==> src/rtl/gilbert_elliott_ctrl.sv <==
// Two-state Gilbert-Elliott channel-condition generator.
// A free-running Galois LFSR drives per-step Good/Bad transitions. The
// transitions are gated by programmable probabilities and a minimum dwell
// time. Burst statistics are kept alongside the channel state.
module gilbert_elliott_ctrl #(
    parameter logic [15:0] LFSR_SEED = 16'hACE1,
    parameter int unsigned MIN_DWELL = 4,
    parameter logic [4:0]  SNR_GOOD  = 5'd20,
    parameter logic [4:0]  SNR_BAD   = 5'd9,
    parameter int unsigned STAT_W    = 24
) (
    input  logic              clk,
    input  logic              reset,
    input  logic              en,
    input  logic [7:0]        p_gb,
    input  logic [7:0]        p_bg,
    input  logic              stat_clr,
    output logic              state,
    output logic [4:0]        snr,
    output logic              burst_start,
    output logic [STAT_W-1:0] bad_steps,
    output logic [STAT_W-1:0] burst_count
);

    // An all-zero seed would lock the LFSR, so it is replaced by 1.
    localparam logic [15:0] SEED      = (LFSR_SEED == 16'h0000) ? 16'h0001 : LFSR_SEED;
    localparam logic [7:0]  DWELL_MAX = 8'(MIN_DWELL);
    localparam logic [15:0] LFSR_MASK = 16'hB400;

    typedef enum logic {
        GOOD = 1'b0,
        BAD  = 1'b1
    } ch_state_t;

    ch_state_t          cur, nxt;
    logic [15:0]        lfsr, lfsr_nxt;
    logic [7:0]         dwell, dwell_nxt;
    logic [4:0]         snr_nxt;
    logic               bs_nxt;
    logic [STAT_W-1:0]  bad_nxt, burst_nxt;
    logic [7:0]         rnd, p;
    logic               hit, go;

    // State, LFSR, dwell and all registered outputs.
    always_ff @(posedge clk or posedge reset) begin
        if (reset) begin
            cur         <= GOOD;
            lfsr        <= SEED;
            dwell       <= '0;
            snr         <= SNR_GOOD;
            burst_start <= 1'b0;
            bad_steps   <= '0;
            burst_count <= '0;
        end else begin
            cur         <= nxt;
            lfsr        <= lfsr_nxt;
            dwell       <= dwell_nxt;
            snr         <= snr_nxt;
            burst_start <= bs_nxt;
            bad_steps   <= bad_nxt;
            burst_count <= burst_nxt;
        end
    end

    assign state = cur;

    // Step decision: transition test, next state, dwell, LFSR and statistics.
    always_comb begin
        nxt       = cur;
        lfsr_nxt  = lfsr;
        dwell_nxt = dwell;
        bs_nxt    = 1'b0;
        bad_nxt   = bad_steps;
        burst_nxt = burst_count;
        rnd       = lfsr[7:0];
        p         = (cur == BAD) ? p_bg : p_gb;
        hit       = (p == 8'hFF) || (rnd < p);
        go        = (dwell >= DWELL_MAX) && hit;

        if (en) begin
            lfsr_nxt = {1'b0, lfsr[15:1]} ^ (lfsr[0] ? LFSR_MASK : 16'h0000);

            // The step that leaves Bad still counts as a Bad step.
            if (cur == BAD && bad_steps != '1)
                bad_nxt = bad_steps + 1'b1;

            if (go) begin
                dwell_nxt = '0;
                case (cur)
                    GOOD: begin
                        nxt    = BAD;
                        bs_nxt = 1'b1;
                        if (burst_count != '1)
                            burst_nxt = burst_count + 1'b1;
                    end
                    BAD:     nxt = GOOD;
                    default: nxt = GOOD;
                endcase
            end else if (dwell < DWELL_MAX) begin
                dwell_nxt = dwell + 8'd1;
            end
        end

        snr_nxt = (nxt == BAD) ? SNR_BAD : SNR_GOOD;

        if (stat_clr) begin
            bad_nxt   = '0;
            burst_nxt = '0;
        end
    end

endmodule

==> config.mk <==
export PLATFORM = sky130hd
export DESIGN_NAME = gilbert_elliott_ctrl
export DESIGN_NICKNAME = d
export VERILOG_FILES = /design/src/rtl/gilbert_elliott_ctrl.sv
export SDC_FILE = /design/constraint.sdc
export NUM_CORES = 1
export LEC_CHECK = 0
export BUFFER_PORTS_ARGS = -buffer_cell sky130_fd_sc_hd__buf_2
export CORE_ASPECT_RATIO = 0.75
export CORE_UTILIZATION = 45
export DETAILED_ROUTE_END_ITERATION = 8
export GPL_TIMING_DRIVEN = 0
export PLACE_DENSITY = 0.67
export SLEW_MARGIN = 30
export SYNTH_ARGS = -nofsm -noshare
export SYNTH_HDL_FRONTEND = slang
export SYNTH_SLANG_ARGS = --single-unit
==> constraint.sdc <==
create_clock -name clk -period 3.37 [get_ports clk]
set_input_delay 0.674 -clock clk [delete_from_list [all_inputs] [get_ports clk]]
set_output_delay 0.674 -clock clk [all_outputs]
set_load 0.03 [all_outputs]
==> flow_summary.toml <==
[run_status]
status = "finished, violations left"
violations = "DRC"

[setup_path]
cp.arrival_ns = 3.31
cp.required_ns = 3.59
critical-path-slowest-cell = "dfrtp_1"
slowest_delay_ns = 0.38
path_cells = "buf_4 > mux2i_1 > ha_1 > and4_1 > o311a_1 > a211oi_2 > o21ai_2 > buf_2 > nor4_1 > mux2_2"
cp-start-kind = "register"
cp_max_fo = 14
critPathKind = "reg -> reg"
cp-end-kind = "register"

[sta]
layout_setup_ws_ns = 0.278
rsz0062_at_grt = "no"
drv_slew = 0
max-slew-margin-rel_pct = 60.0
hold_viol = 0
finalSetupTns_ns = 0
finClkSkew_ns = 0.00593
fmax_ghz = 0.323
fin_crit_sh_pct = 91.8
worstMarginPinSlew_ns = 0.599
min_period_ns = 3.09
setup_viol = 0

[drt]
top_layer_used = "met4"
wl_per_cell_microns = 15.5
antenna_left = 0
wl_met3_microns = 470
drc = 4
viasPerCell = 5.58
drt-met1-wl_mm = 4.56
postRouteWirelength_mm = 9.39
firstDrtPassIters = 6
dr.first_iter.drc_count = 186
met2_length_mm = 4.27
vias = 3388

[power_and_ir_drop]
power_frac_seq_pct = 39.1
pwr-share-clk_pct = 32.4
power.density_nw_per_um2 = 614
total_power_w = 0.00299
p_comb_share_pct = 28.6
swShare_pct = 32.3
ir_worst_vdd_mv = 0.278
p_leak_nw = 2.24
p_int_w = 0.00202
switching_power_w = 0.000965

[floorplanning]
die_h_microns = 84.0
die_area_sq_um = 9350
ios = 75
die_w_microns = 111
placementRows = 29
start_util_pct = 47.1
coreArea_sq_um = 8560

[placement]
io_buffers = 72
dpl_worst_slack_ns = -0.179
hpwl_mm = 6.68
place_congestion = 0.860
placed_cells = 592

[synth]
yosys.area.top_type = "dfrtp_1"
synth.distinct_cells = 43
synth_area_sq_um = 4040
synth_top_family_by_area = "simple AND/OR/NAND/NOR gates"
ys_top_cells_by_area = "dfrtp_1, dfstp_2, mux2_2"
seq_area_frac_synth_pct = 46.8
synth_fp_nets = 443
yosysTopAreaCellShare_pct = 40.9
syn_avg_cell_area_sq_um = 9.82
netlist_instances = 411
synthXorXnorAreaFrac_pct = 5.43
synth-compound-area-share_pct = 9.49
synthSimpleGateAreaFrac_pct = 23.0
synth-seq-cells = 75
synthAdderAreaFrac_pct = 3.72
synthMuxAreaShare_pct = 7.01
ys_warn_count = 0

[clocking]
cts_setup_buffers = 0
postCtsHoldBufs = 0
cts_tree = "built"
clock_latency_ns = 0.33
cts_resized = 0
clock-root-buffer = "clkbuf_16"
clkSinkCount = 75
htree_levels = 3
max-clock-path-buffers = 2
cts_made_buffers = 9
clk_pin_slew_ns = 0.06

[cells_and_area]
diodes = 0
final_util_pct = 56.8
fin_nets = 526
stdcell_count = 607
multi_input_area_sq_um = 1970
regArea_sq_um = 1890
area_delta_synth_final_pct = 20.5
nFillCells = 789
final_layout_size_suffix_gt1_share_pct = 25.9

[grt]
grt.overflow.total = 0
grt_pass1_wl_mm = 16.1
antenna_found_initial = 0
grt_pass1_vias = 3326
track_usage_pct = 21.6
grt_start_max_net_pins = 47

[worst_hold_path]
min_path_type = "in -> async"

[flow_run]
drv_cap = 0
==> cell usage after synthesis, drive strengths merged <==
cell type	instances
and4	5
a31o	1
a31oi	1
mux2	18
xor2	15
o311a	1
clkbuf	19
o22a	2
a21oi	28
nor4b	1
and3	9
nand2	25
dfrtp	66
mux2i	8
buf	10
dfstp	9
nor2b	7
o21ai	9
nor3	8
or4	16
inv	10
nand3	19
and4b	1
nand4	16
conb	1
nor4	7
o211a	1
and2	7
a32o	1
nor2	39
xnor2	10
ha	12
or3	8
a21o	2
nand2b	3
a211oi	1
or2	1
o31ai	14
==> cell families after synthesis <==
group	after synthesis
compound gates	61
mux	26
other cells	1
simple gates	172
flops	75
buf+inv	39
xor+xnor	25
fa+ha+maj	12
==> cells in the final DEF (no fill, tap or decap), types with 14 or more instances in the layout <==
master,n
dfrtp_1,66
nor2_1,39
or4_1,16
nand3_1,19
nand2_1,25
nand4_1,16
clkbuf_1,21
buf_2,73
o31ai_1,14
a21oi_1,27
xor2_1,15
mux2_2,18
==> cell type report <==
type | instances | area share [%]
multi-input cells | 297 | 40.5
flip-flops and latches | 75 | 38.8
repair buffers | 73 | 7.98
clock buffers | 14 | 5.43
plain buffers | 28 | 2.88
well taps | 108 | 2.78
inverters | 10 | 0.824
clock inverters | 2 | 0.721
==> worst max-delay path, delay by kind of cell (launching register included) <==
family                     cells  cell delay, ns
buffers and inverters          2            0.45
muxes                          2            0.70
DFF                            1            0.38
adders and majority gates      1            0.31
and+or+nand+nor                2            0.58
AOI/OAI and AO/OA              3            0.56
==> per-stage QoR <==
| step | area, sq um | hold slack [ns] |
|---|---|---|
| finish | 4860 | 0.338 |
| global route | 4860 | 0.371 |
| CTS | 4860 | 0.350 |
| detailed placement | 4560 | 0.489 |
| global placement | 4530 | 0.475 |
| floorplan | 4040 | 0.461 |
==> routing by layer <==
layer	vias to the layer above	track usage, %
met3	9	5.95
met5	-	0
met2	83	33.0
met4	0	6.76
met1	1669	29.8
li1	1627	-
==> path summary, 6_finish.rpt <==
check / slack [ns] / from / cells past startpoint / to
worst max-delay path: 0.28 / register / 10 / burst_count[17]
worst min-delay path: 0.34 / reset / 2 / lfsr[4]
max in group asynchronous: 2.42 / reset / 3 / lfsr[5]
worst max register to register: 0.28 / register / 10 / burst_count[17]
worst min register to register: 0.49 / lfsr[10] / 2 / lfsr[10]
min in group clk: 0.49 / lfsr[10] / 2 / lfsr[10]
==> sequential cells by signal, summed over array words and instances (netlist names), named ones only <==
name,cells
snr,1
burst_count,24
lfsr,16
dwell,8
burst_start,1
bad_steps,24
==> power by group through the flow <==
| stage | Sequential, W | Clock [W] | Combinational [W] |
|---|---|---|---|
| finish | 0.00117 | 0.000966 | 0.000852 |
| global route | 0.00119 | 0.00102 | 0.000942 |
| CTS | 0.00117 | 0.000988 | 0.000850 |
| detailed placement | 0.00118 | 0 | 0.000850 |
| global placement | 0.00117 | 0 | 0.000815 |
| floorplan | 0.00119 | 0 | 0.000599 |
No activity file was read; power rests on OpenSTA's default activity.
